==> config.mk <==
export PLATFORM = sky130hd
export DESIGN_NAME = vga_scan_driver
export DESIGN_NICKNAME = d
export VERILOG_FILES = /design/src/rtl/vga_scan_driver_pkg.sv /design/src/rtl/vga_axis_counter.sv /design/src/rtl/vga_scan_driver.sv
export SDC_FILE = /design/constraint.sdc
export NUM_CORES = 1
export LEC_CHECK = 0
export ABC_AREA = 1
export CAP_MARGIN = 30
export CORE_MARGIN = 5
export CORE_UTILIZATION = 42
export CTS_BUF_LIST = sky130_fd_sc_hd__clkbuf_16
export CTS_CLUSTER_DIAMETER = 30
export DETAILED_ROUTE_END_ITERATION = 6
export PLACE_DENSITY = 0.84
export SETUP_SLACK_MARGIN = 0.02
export SYNTH_ARGS = -nofsm -noshare
export SYNTH_HDL_FRONTEND = slang
export SYNTH_HIERARCHICAL = 1
export SYNTH_SLANG_ARGS = --single-unit
==> constraint.sdc <==
create_clock -name clk -period 1.6 [get_ports clk]
set_input_delay 0.32 -clock clk [delete_from_list [all_inputs] [get_ports clk]]
set_output_delay 0.32 -clock clk [all_outputs]
set_load 0.05 [all_outputs]
==> src/rtl/vga_scan_driver_pkg.sv <==
// vga_scan_driver_pkg: default 640x480@60 raster timing shared by the scan driver and scene modules
package vga_scan_driver_pkg;
    localparam int X_DISPLAY  = 640;
    localparam int Y_DISPLAY  = 480;
    localparam int DEF_H_FP   = 16;
    localparam int DEF_H_SYNC = 96;
    localparam int DEF_H_BP   = 48;
    localparam int DEF_V_FP   = 10;
    localparam int DEF_V_SYNC = 2;
    localparam int DEF_V_BP   = 33;
    localparam int CNT_W      = 10;

    function automatic int axis_total(input int active, input int fp, input int sync, input int bp);
        return active + fp + sync + bp;
    endfunction

    localparam int DEF_H_TOTAL = axis_total(X_DISPLAY, DEF_H_FP, DEF_H_SYNC, DEF_H_BP);
    localparam int DEF_V_TOTAL = axis_total(Y_DISPLAY, DEF_V_FP, DEF_V_SYNC, DEF_V_BP);

    typedef logic [CNT_W-1:0] coord_t;
endpackage

==> src/rtl/vga_axis_counter.sv <==
// vga_axis_counter: one raster axis counter with wrap, visible-area and sync-region flags
module vga_axis_counter
    import vga_scan_driver_pkg::*;
#(
    parameter int ACTIVE = X_DISPLAY,
    parameter int FP     = DEF_H_FP,
    parameter int SYNC   = DEF_H_SYNC,
    parameter int BP     = DEF_H_BP
) (
    input  logic             clk,
    input  logic             reset,
    input  logic             en,
    output logic [CNT_W-1:0] cnt,
    output logic             wrap,
    output logic             in_active,
    output logic             in_sync
);
    localparam coord_t LAST    = coord_t'(axis_total(ACTIVE, FP, SYNC, BP) - 1);
    localparam coord_t ACT_END = coord_t'(ACTIVE);
    localparam coord_t SYNC_LO = coord_t'(ACTIVE + FP);
    localparam coord_t SYNC_HI = coord_t'(ACTIVE + FP + SYNC);

    always_ff @(posedge clk) begin
        if (reset) cnt <= '0;
        else if (en) cnt <= wrap ? '0 : cnt + coord_t'(1);
    end

    always_comb begin
        wrap      = cnt == LAST;
        in_active = cnt < ACT_END;
        in_sync   = (cnt >= SYNC_LO) && (cnt < SYNC_HI);
    end
endmodule

==> src/rtl/vga_scan_driver.sv <==
// vga_scan_driver: VGA raster scan, one-tick registered colour/sync output and frame/line strobes
module vga_scan_driver
    import vga_scan_driver_pkg::*;
#(
    parameter int CLK_DIV  = 2,
    parameter int H_ACTIVE = X_DISPLAY,
    parameter int H_FP     = DEF_H_FP,
    parameter int H_SYNC   = DEF_H_SYNC,
    parameter int H_BP     = DEF_H_BP,
    parameter int V_ACTIVE = Y_DISPLAY,
    parameter int V_FP     = DEF_V_FP,
    parameter int V_SYNC   = DEF_V_SYNC,
    parameter int V_BP     = DEF_V_BP,
    parameter bit SYNC_POL = 1'b0
) (
    input  logic        clk,
    input  logic        reset,
    input  logic [11:0] pixel,
    output logic [9:0]  x,
    output logic [9:0]  y,
    output logic        tick,
    output logic        active,
    output logic [3:0]  vga_r,
    output logic [3:0]  vga_g,
    output logic [3:0]  vga_b,
    output logic        hsync,
    output logic        vsync,
    output logic        frame_start,
    output logic        line_start
);
    localparam int DW = CLK_DIV > 1 ? $clog2(CLK_DIV) : 1;

    logic [DW-1:0] div;
    logic h_wrap, v_wrap, h_act, v_act, h_sync, v_sync;

    always_ff @(posedge clk) begin
        if (reset) div <= '0;
        else div <= tick ? '0 : div + DW'(1);
    end

    assign tick = div == DW'(CLK_DIV - 1);

    vga_axis_counter #(.ACTIVE(H_ACTIVE), .FP(H_FP), .SYNC(H_SYNC), .BP(H_BP)) u_h (
        .clk(clk), .reset(reset), .en(tick),
        .cnt(x), .wrap(h_wrap), .in_active(h_act), .in_sync(h_sync)
    );

    vga_axis_counter #(.ACTIVE(V_ACTIVE), .FP(V_FP), .SYNC(V_SYNC), .BP(V_BP)) u_v (
        .clk(clk), .reset(reset), .en(tick & h_wrap),
        .cnt(y), .wrap(v_wrap), .in_active(v_act), .in_sync(v_sync)
    );

    always_comb begin
        line_start  = tick & h_wrap;
        frame_start = line_start & v_wrap;
        active      = h_act & v_act;
    end

    always_ff @(posedge clk) begin
        if (reset) begin
            {vga_r, vga_g, vga_b} <= '0;
            hsync <= ~SYNC_POL;
            vsync <= ~SYNC_POL;
        end else if (tick) begin
            {vga_r, vga_g, vga_b} <= active ? pixel : 12'h000;
            hsync <= h_sync ^ ~SYNC_POL;
            vsync <= v_sync ^ ~SYNC_POL;
        end
    end
endmodule

; ---- Word level (Yosys, flattened, before mapping)
; Index checks and enable logic that the tools add are counted.
; W data, S select, Z words.
[totals]
regBits = 35
output_inout_bits = 38
elab_cells = 30
[classes]
add_sub_neg = 3
order_cmp = 6
n_eq_ne = 2
mux = 3
bitwise_logic = 5
reduce_logical = 3
[op_table]
columns = cell, n
row1 = $add A10 B1 Y10 const B, 2
row2 = $eq A10 B10 Y1 const B, 2
row3 = $lt A10 B10 Y1 const B, 2
row4 = $lt A10 B9 Y1 const B, 2
row5 = $mux W10, 2
row6 = $mux W12, 1
row7 = $ge A10 B10 Y1 const B, 1
row8 = $ge A10 B9 Y1 const B, 1
row9 = $and A1 B1 Y1, 3
row10 = $logic_and A1 B1 Y1, 2
row11 = $not A1 Y1, 2
row12 = $reduce_or A2 Y1, 1
row13 = $add A1 B1 Y1 const B, 1

; ---- Depth between registers and ports, before layout
; Gate-level depths: netlist of the first run.
[logic_depth]
word_depth = 3
mapped_depth = 12

; ---- Hierarchy
; The synthesis of the first run kept the hierarchy.
[modules_own_cells]
columns = module, instances, cells_per_inst, area_per_inst_um2
row1 = vga_scan_driver, 1, 97, 645.6
row2 = vga_axis_counter at u_h, 1, 82, 570.5
row3 = vga_axis_counter at u_v, 1, 74, 546.8

; ---- Least setup slack after synthesis of the first run
; OpenSTA, ideal clock, no wires.
[synth_timing]
kind = reg-to-reg
from = register u_h.cnt[0]
to = register u_v.cnt[5]
setup_ps = 65
arrival_ps = 2509
required_ps = 1535
setup_slack_ps = -974
path_stages_with_launch = 12
n_path_buf = 1
path_cell_list = dfxtp_1 > ha_1 > nand2_1 > nor4_1 > nand2_1 > inv_1 > buf_2 > nand2_1 > nor2_4 > nand2_2 > xor2_1 > nor2_1
[synth_between]
elab_chain_cells = 2
[synth_lines]
columns = element, line_no
row1 = start: declaration, vga_axis_counter.sv:13  ; output logic [CNT_W-1:0] cnt,
row2 = start signal: assignment, vga_axis_counter.sv:25  ; else if (en) cnt <= wrap ? '0 : cnt + coord_t'(1);
row3 = $eq A10 B10 Y1, vga_axis_counter.sv:29  ; wrap = cnt == LAST;
row4 = named net h_wrap, vga_scan_driver.sv:34  ; logic h_wrap, v_wrap, h_act, v_act, h_sync, v_sync;
row5 = $and A1 B1 Y1, n/a
row6 = named net line_start, vga_scan_driver.sv:29  ; output logic line_start
row7 = end signal: assignment, vga_axis_counter.sv:25
row8 = end: declaration, vga_axis_counter.sv:13
; The timed path passes the listed nets, and every way through them passes these cells.
; A chain may end at the register's enable or synchronous reset.

; ---- Final worst setup path of the first run
[layout_timing]
from = register u_h.cnt[1]
to = output port line_start
[layout_between]
elab_chain_cells = 2
[layout_lines]
columns = element, line_no
row1 = $eq A10 B10 Y1, vga_axis_counter.sv:29
row2 = named net h_wrap, vga_scan_driver.sv:34
row3 = $and A1 B1 Y1, vga_scan_driver.sv:54  ; line_start = tick & h_wrap;
row4 = end: declaration, vga_scan_driver.sv:29
; The timed path passes the listed nets, and every way through them passes these cells.

==> flow_summary.yaml, run 1 <==
synthesis:
  synth.largest_area_cell: "dfxtp_1"
  synth.top_cell.area_share_pct: 39.7
  synth_warnings: 6
  synth.area.top_cells: "dfxtp_1 (40%), nand2_1 (17%), inv_1 (7.5%)"
  synth.distinct_cells: 27
  synth_nets: 271
  synth_seq_area_share_pct: 39.7
  avgSynthCellArea_um2: 6.97
  synthCells: 253
  syn_area_mm2: 0.00176
  synth_seq_cells: 35
power_and_ir_drop:
  power_switching_mw: 0.572
  powerDensity_mw_per_mm2: 753
  swShare_pct: 25.5
  p_int_mw: 1.67
  vdd_drop_max_mv: 0.567
  p_total_mw: 2.25
  p_seq_share_pct: 40.6
  pwr-share-comb_pct: 13.3
  p_leak_nw: 1.41
  clockPowerShare_pct: 46.1
hold_path:
  hold_start: "vga_r[2]$_SDFFE_PP0P_"
  hp-class: "flip-flop to flip-flop"
  holdPathEnd: "vga_r[2]$_SDFFE_PP0P_"
  whs_path_depth: 2
run:
  max_cap_violations: 0
placed_design:
  gp_congestion: 0.901
  dp_hpwl_um: 3630
  io_buffers: 51
  place_ws_ns: -0.138
clock_tree:
  root_buffer: "clkbuf_16"
  clk-insertion-delay-late_ns: 0.28
  cts_sinks: 35
  clk_path_buf_depth: 2
  numCtsBuffers: 5
  cts_tree: "built"
  htree_levels: 2
  clk_pin_slew_ns: 0.06
floorplan:
  rows: 23
  dieArea_mm2: 0.00559
  die_h_um: 74.8
  core-area_mm2: 0.00403
  initial_core_util_pct: 43.8
  ios: 52
  die_x_um: 74.8
critical_path:
  setup.worst_path.start_class: "flip-flop"
  cp_max_fo: 2
  cp.required_ns: 1.28
  reg2reg_from: "u_h/cnt[1]$_SDFFE_PP0P_"
  critPathArrivalTime_ns: 1.55
  endpoint_kind: "output pin"
  crit_type: "flip-flop to output pin"
  ff2ff_setup_slack_ns: -0.24
  r2r-end: "u_v/cnt[5]$_SDFFE_PP0P_"
  reg2reg_depth: 11
detailed_routing:
  drt_wl_total_um: 5300
  viasPerCell: 4.90
  wl_per_cell_um: 13.7
  vias: 1895
  drcViolationCount: 0
  ant_nets: 0
  dr.pass1.iters: 4
  drt-initial-drc-count: 156
layout:
  syn_to_final_growth_pct: 69.1
  fill_cells: 281
  mostFrequentLayoutCells: "nand2_1 (74), buf_4 (49), nor2_1 (31)"
  final_common_cell: "nand2_1"
  finalNetCount: 354
  final_layout_size_suffix_gt1_share_pct: 39.5
  diodes: 0
global_routing:
  grt_use_met2_pct: 33.9
  antenna_found_initial: 0
  grt_pass1_wl_um: 8310
  track_usage_pct: 19.5
  grt_max_degree: 23
  met3_usage_pct: 5.87
  grt-ovfl-total: 0
  grt.busiest_layer: "met2"
  grt_util_met1_pct: 21.7
  grt_pass1_vias: 1890
timing:
  layout_setup_ws_ns: -0.272
  finalCritPeriodShare_pct: 117
  max_slew.worst_pin.slew_ns: 0.330
  timing.fmax_ghz: 0.534
  setup_viol: 12
  rsz0062_at_grt: "true"
  fin_skew_ns: 0.00478
  slew_headroom_pct: 78.0
  hold_violations: 0
  fin_crit_ns: 1.87
  totalNegativeSetupSlack_ns: -2.13
  hold_slack_ns: 0.455
  slew_violations: 0
run_status:
  outcome: "complete, but fails checks"
  violations: "negative setup slack"
==> power by group through the flow <==
| stage | sequential, mW | clock (mW) | combinational, mW |
|---|---|---|---|
| global placement | 0.932 | 0 | 0.291 |
| floorplan | 1.03 | 0 | 0.0770 |
| CTS | 0.911 | 1.06 | 0.298 |
| global route | 0.914 | 1.10 | 0.321 |
| detailed placement | 0.933 | 0 | 0.296 |
| finish | 0.912 | 1.04 | 0.299 |
==> cell families (layout without fill, tap and decap cells) <==
kind of cell	after synthesis	in the layout	synth area share [%]
adders and majority gates	4	4	2.84
muxes	1	1	0.568
buffers and inverters	42	126	10.3
xor gates and xnor gates	11	11	5.47
and+or+nand+nor	152	152	38.4
AOI/OAI and AO/OA	8	8	2.70
DFF	35	35	39.7
==> metal layers <==
metal	share of wire, %	vias to the layer above
li1	-	933
met5	0	-
met4	3.0	0
met2	53	80
met3	6.3	19
met1	38	863
==> worst max path at each step <==
stage                            startpoint                       to  cells after the start
floorplan           u_h/cnt[5]$_SDFFE_PP0P_  u_v/cnt[5]$_SDFFE_PP0P_                     10
global route        u_h/cnt[1]$_SDFFE_PP0P_               line_start                      7
detailed placement  u_h/cnt[5]$_SDFFE_PP0P_  u_v/cnt[7]$_SDFFE_PP0P_                      9
CTS                 u_v/cnt[1]$_SDFFE_PP0P_              frame_start                      7
finish              u_h/cnt[1]$_SDFFE_PP0P_               line_start                      7
global placement    u_h/cnt[5]$_SDFFE_PP0P_  u_v/cnt[5]$_SDFFE_PP0P_                      9
==> area by class of cell <==
class / count / area [um2] / share of cell area [%]
tap: 50 / 62.6 / 2.10
multi-input combinational: 176 / 1010 / 33.7
inverter: 37 / 143 / 4.78
clock inverter: 2 / 13.8 / 0.462
sequential: 35 / 737 / 24.7
timing repair buffer: 81 / 870 / 29.2
clock buffer: 6 / 150 / 5.04
==> stage by stage <==
step           cell area [um2]  instances  util [%]
4_1_cts                   2900        386      71.9
5_1_grt                   2980        387      74.0
2_1_floorplan             1830        253         -
6_report                  2980        387      74.0
3_5_place_dp              2670        373      66.1
3_3_place_gp              2670        373      66.1
==> critical path, stage by stage (launching register included) <==
cell and delay (ns):
dfxtp_4 0.36, ha_4 0.15, nand2_4 0.05, nor4_4 0.26, nand2_2 0.12, clkinvlp_4 0.11
buf_12 0.10, buf_12 0.12
==> what timing repair did <==
item,in CTS,in global routing
pin swaps,6,10
setup endpoints to repair,13,25
gates resized for setup,10,21
buffers inserted,5,2
hold buffers,0,0
==> synthesized netlist by cell type, drive strengths merged <==
master / count
nor3: 2
nand4: 4
a21oi: 2
a31oi: 1
nor2: 40
a211oi: 1
nor4: 2
buf: 5
dfxtp: 35
nor3b: 1
or2: 1
mux2i: 1
nand3: 12
xor2: 8
nand2: 90
xnor2: 3
ha: 4
inv: 37
o21ai: 4
==> state kept, by name (all words and copies together), names as in the netlist <==
register and count:
hsync 1, tick 1, u_h/cnt 10, u_v/cnt 10, vga_b 4, vga_g 4
vga_r 4, vsync 1
Power figures use the tool's default switching activity.
==> inputs of run 2 (changes only) <==
- CORE_MARGIN: 5 -> not set
- CORE_UTILIZATION: 42 -> 50
- DONT_BUFFER_PORTS: not set -> 1
- PLACE_DENSITY: 0.84 -> 0.77
==> run 2 against run 1 <==
Net effect:
- the flow still finishes with violations (negative setup slack)
- setup slack improved by 0.047 ns
- critical path depth fell by 1
- via count fell by 16%
- fmax rose by 2.6%
- clock skew rose by 0.00099 ns
- total power fell by 1.4%
==> flow_summary.yaml, run 2 (synthesis gave the netlist of run 1 again) <==
critical_path:
  setup.worst_path.start_class: "flip-flop"
  critPathArrivalTime_ns: 1.51
  crit_family: "simple AND/OR/NAND/NOR gates"
  cp.required_ns: 1.28
  crit_buf_inv: 2
  endpoint_kind: "output pin"
  path_cells: "ha_4 > nand2_4 > nor4_4 > nand2_2 > clkinvlp_4 > buf_8"
  cpPeakStageDelay_ns: 0.35
  crit_type: "flip-flop to output pin"
  worst_path_max_delay_cell: "dfxtp_4"
  cp_max_fo: 3
clock_tree:
  cts_hold_buf: 0
  cts_sinks: 35
  cts_tree: "built"
  clk-insertion-delay-late_ns: 0.28
  root_buffer: "clkbuf_16"
  clk_pin_slew_ns: 0.06
  htree_levels: 2
  numCtsBuffers: 5
  clk_path_buf_depth: 2
floorplan:
  rows: 21
  die_x_um: 61.4
  ios: 52
  initial_core_util_pct: 52.4
  die_h_um: 61.4
  core-area_mm2: 0.00336
  dieArea_mm2: 0.00377
layout:
  mostFrequentLayoutCells: "nand2_1 (76), inv_1 (33), nor2_1 (30)"
  diodes: 0
  stdcell_count: 336
  fill_cells: 274
  finalNetCount: 307
  top_regs: "u_h/cnt: 10 flops, u_v/cnt: 10 flops"
  multi_input_area_um2: 995
  final_layout_size_suffix_gt1_share_pct: 32.4
  syn_to_final_growth_pct: 36.8
  final_common_cell: "nand2_1"
  seqCellArea_um2: 738
global_routing:
  antenna_found_initial: 0
  grt_max_degree: 17
  grt_pass1_vias: 1426
  grt_pass1_wl_um: 6260
  track_usage_pct: 23.2
  grt-ovfl-total: 0
timing:
  fin_crit_ns: 1.83
  hold_slack_ns: 0.0966
  setup_viol: 12
  rsz0062_at_grt: "true"
  max_slew.worst_pin.slew_ns: 0.542
  fin_skew_ns: 0.00578
  slew_violations: 0
  slew_headroom_pct: 63.8
  layout_setup_ws_ns: -0.225
  finalCritPeriodShare_pct: 114
  timing.fmax_ghz: 0.548
  hold_violations: 0
detailed_routing:
  drt_wl_total_um: 4100
  dr.pass1.iters: 4
  drcViolationCount: 0
  ant_nets: 0
  vias: 1592
  drt-initial-drc-count: 49
  wl_per_cell_um: 12.2
  viasPerCell: 4.74
run_status:
  outcome: "complete, but fails checks"
  violations: "negative setup slack"
placed_design:
  dp_hpwl_um: 2860
  dpl.cell_count: 323
  gp_congestion: 0.852
  io_buffers: 0
hold_path:
  hp-class: "primary input to flip-flop"
power_and_ir_drop:
  p_leak_nw: 1.14
  vdd_drop_max_mv: 0.550
  powerDensity_mw_per_mm2: 918
run:
  max_cap_violations: 0
==> run 2: cell types whose count changed in the layout (fill, tap and decap cells not counted), moves of 2 or more <==
cell             delta
buf_12             -16
buf_6               +5
clkdlybuf4s50_1    -13
nand2_1             +2
buf_4              -24
inv_2               -3
nand2_2             -3
dfxtp_2             -2
inv_1               +3
==> run 2: path summary, 6_finish.rpt <==
kind,start,end,slack (ns),cells past startpoint
worst min register to register,u_v/cnt[6]$_SDFFE_PP0P_,u_v/cnt[6]$_SDFFE_PP0P_,0.51,2
worst max register to register,u_h/cnt[0]$_SDFFE_PP0P_,u_v/cnt[5]$_SDFFE_PP0P_,-0.17,11
worst min-delay path,reset,u_v/cnt[8]$_SDFFE_PP0P_,0.1,1
worst max-delay path,u_h/cnt[0]$_SDFFE_PP0P_,line_start,-0.23,6
==> run 2: what timing repair did <==
action	4_1_cts	5_1_grt
buffers inserted	3	2
pin swaps	14	11
resized for setup	19	13
setup endpoints to repair	13	13
gates cloned	0	0
endpoints found under the hold margin	0	0
==> run 2: routing by layer <==
metal	global-route usage (%)	up-vias	routed length (um)
met4	8.57	0	49
met3	6.72	5	219
li1	-	834	-
met2	39.9	41	2080
met5	0	-	0
met1	27.6	712	1750
==> run 2: worst reg2reg max path: stages (launching register included) <==
cell	delay (ns)
dfxtp_4	0.35
ha_4	0.15
nand2_4	0.06
nor4_4	0.26
nand2_2	0.13
clkinvlp_4	0.12
buf_6	0.12
nand2_4	0.05
nor2_4	0.16
nand2_2	0.07
xor2_1	0.14
nor2_1	0.05
==> run 2: power by group <==
group	internal (mW)	switching, mW	total [mW]
Combinational	0.0390	0.0850	0.124
Sequential	0.892	0.0981	0.990
Clock	0.734	0.366	1.10
Total	1.66	0.549	2.21
==> run 2: stage by stage <==
step                TNS, ns  worst slack [ns]  cell area [um2]  total power, mW  util [%]
floorplan             -3.35            -0.400             1830             1.11         -
global placement     -0.486           -0.0874             2080             1.13      61.9
detailed placement   -0.963            -0.136             2080             1.14      61.9
CTS                   -1.15            -0.278             2340             2.24      69.7
global route          -2.55            -0.297             2410             2.28      71.7
finish                -1.43            -0.225             2410             2.21      71.7
==> run 2: area by class of cell <==
class / count / share of cell area (%)
sequential: 35 / 30.6
clock inverter: 3 / 1.82
multi-input combinational: 176 / 41.2
tap: 46 / 2.39
clock buffer: 5 / 5.19
inverter: 37 / 5.91
timing repair buffer: 34 / 12.9
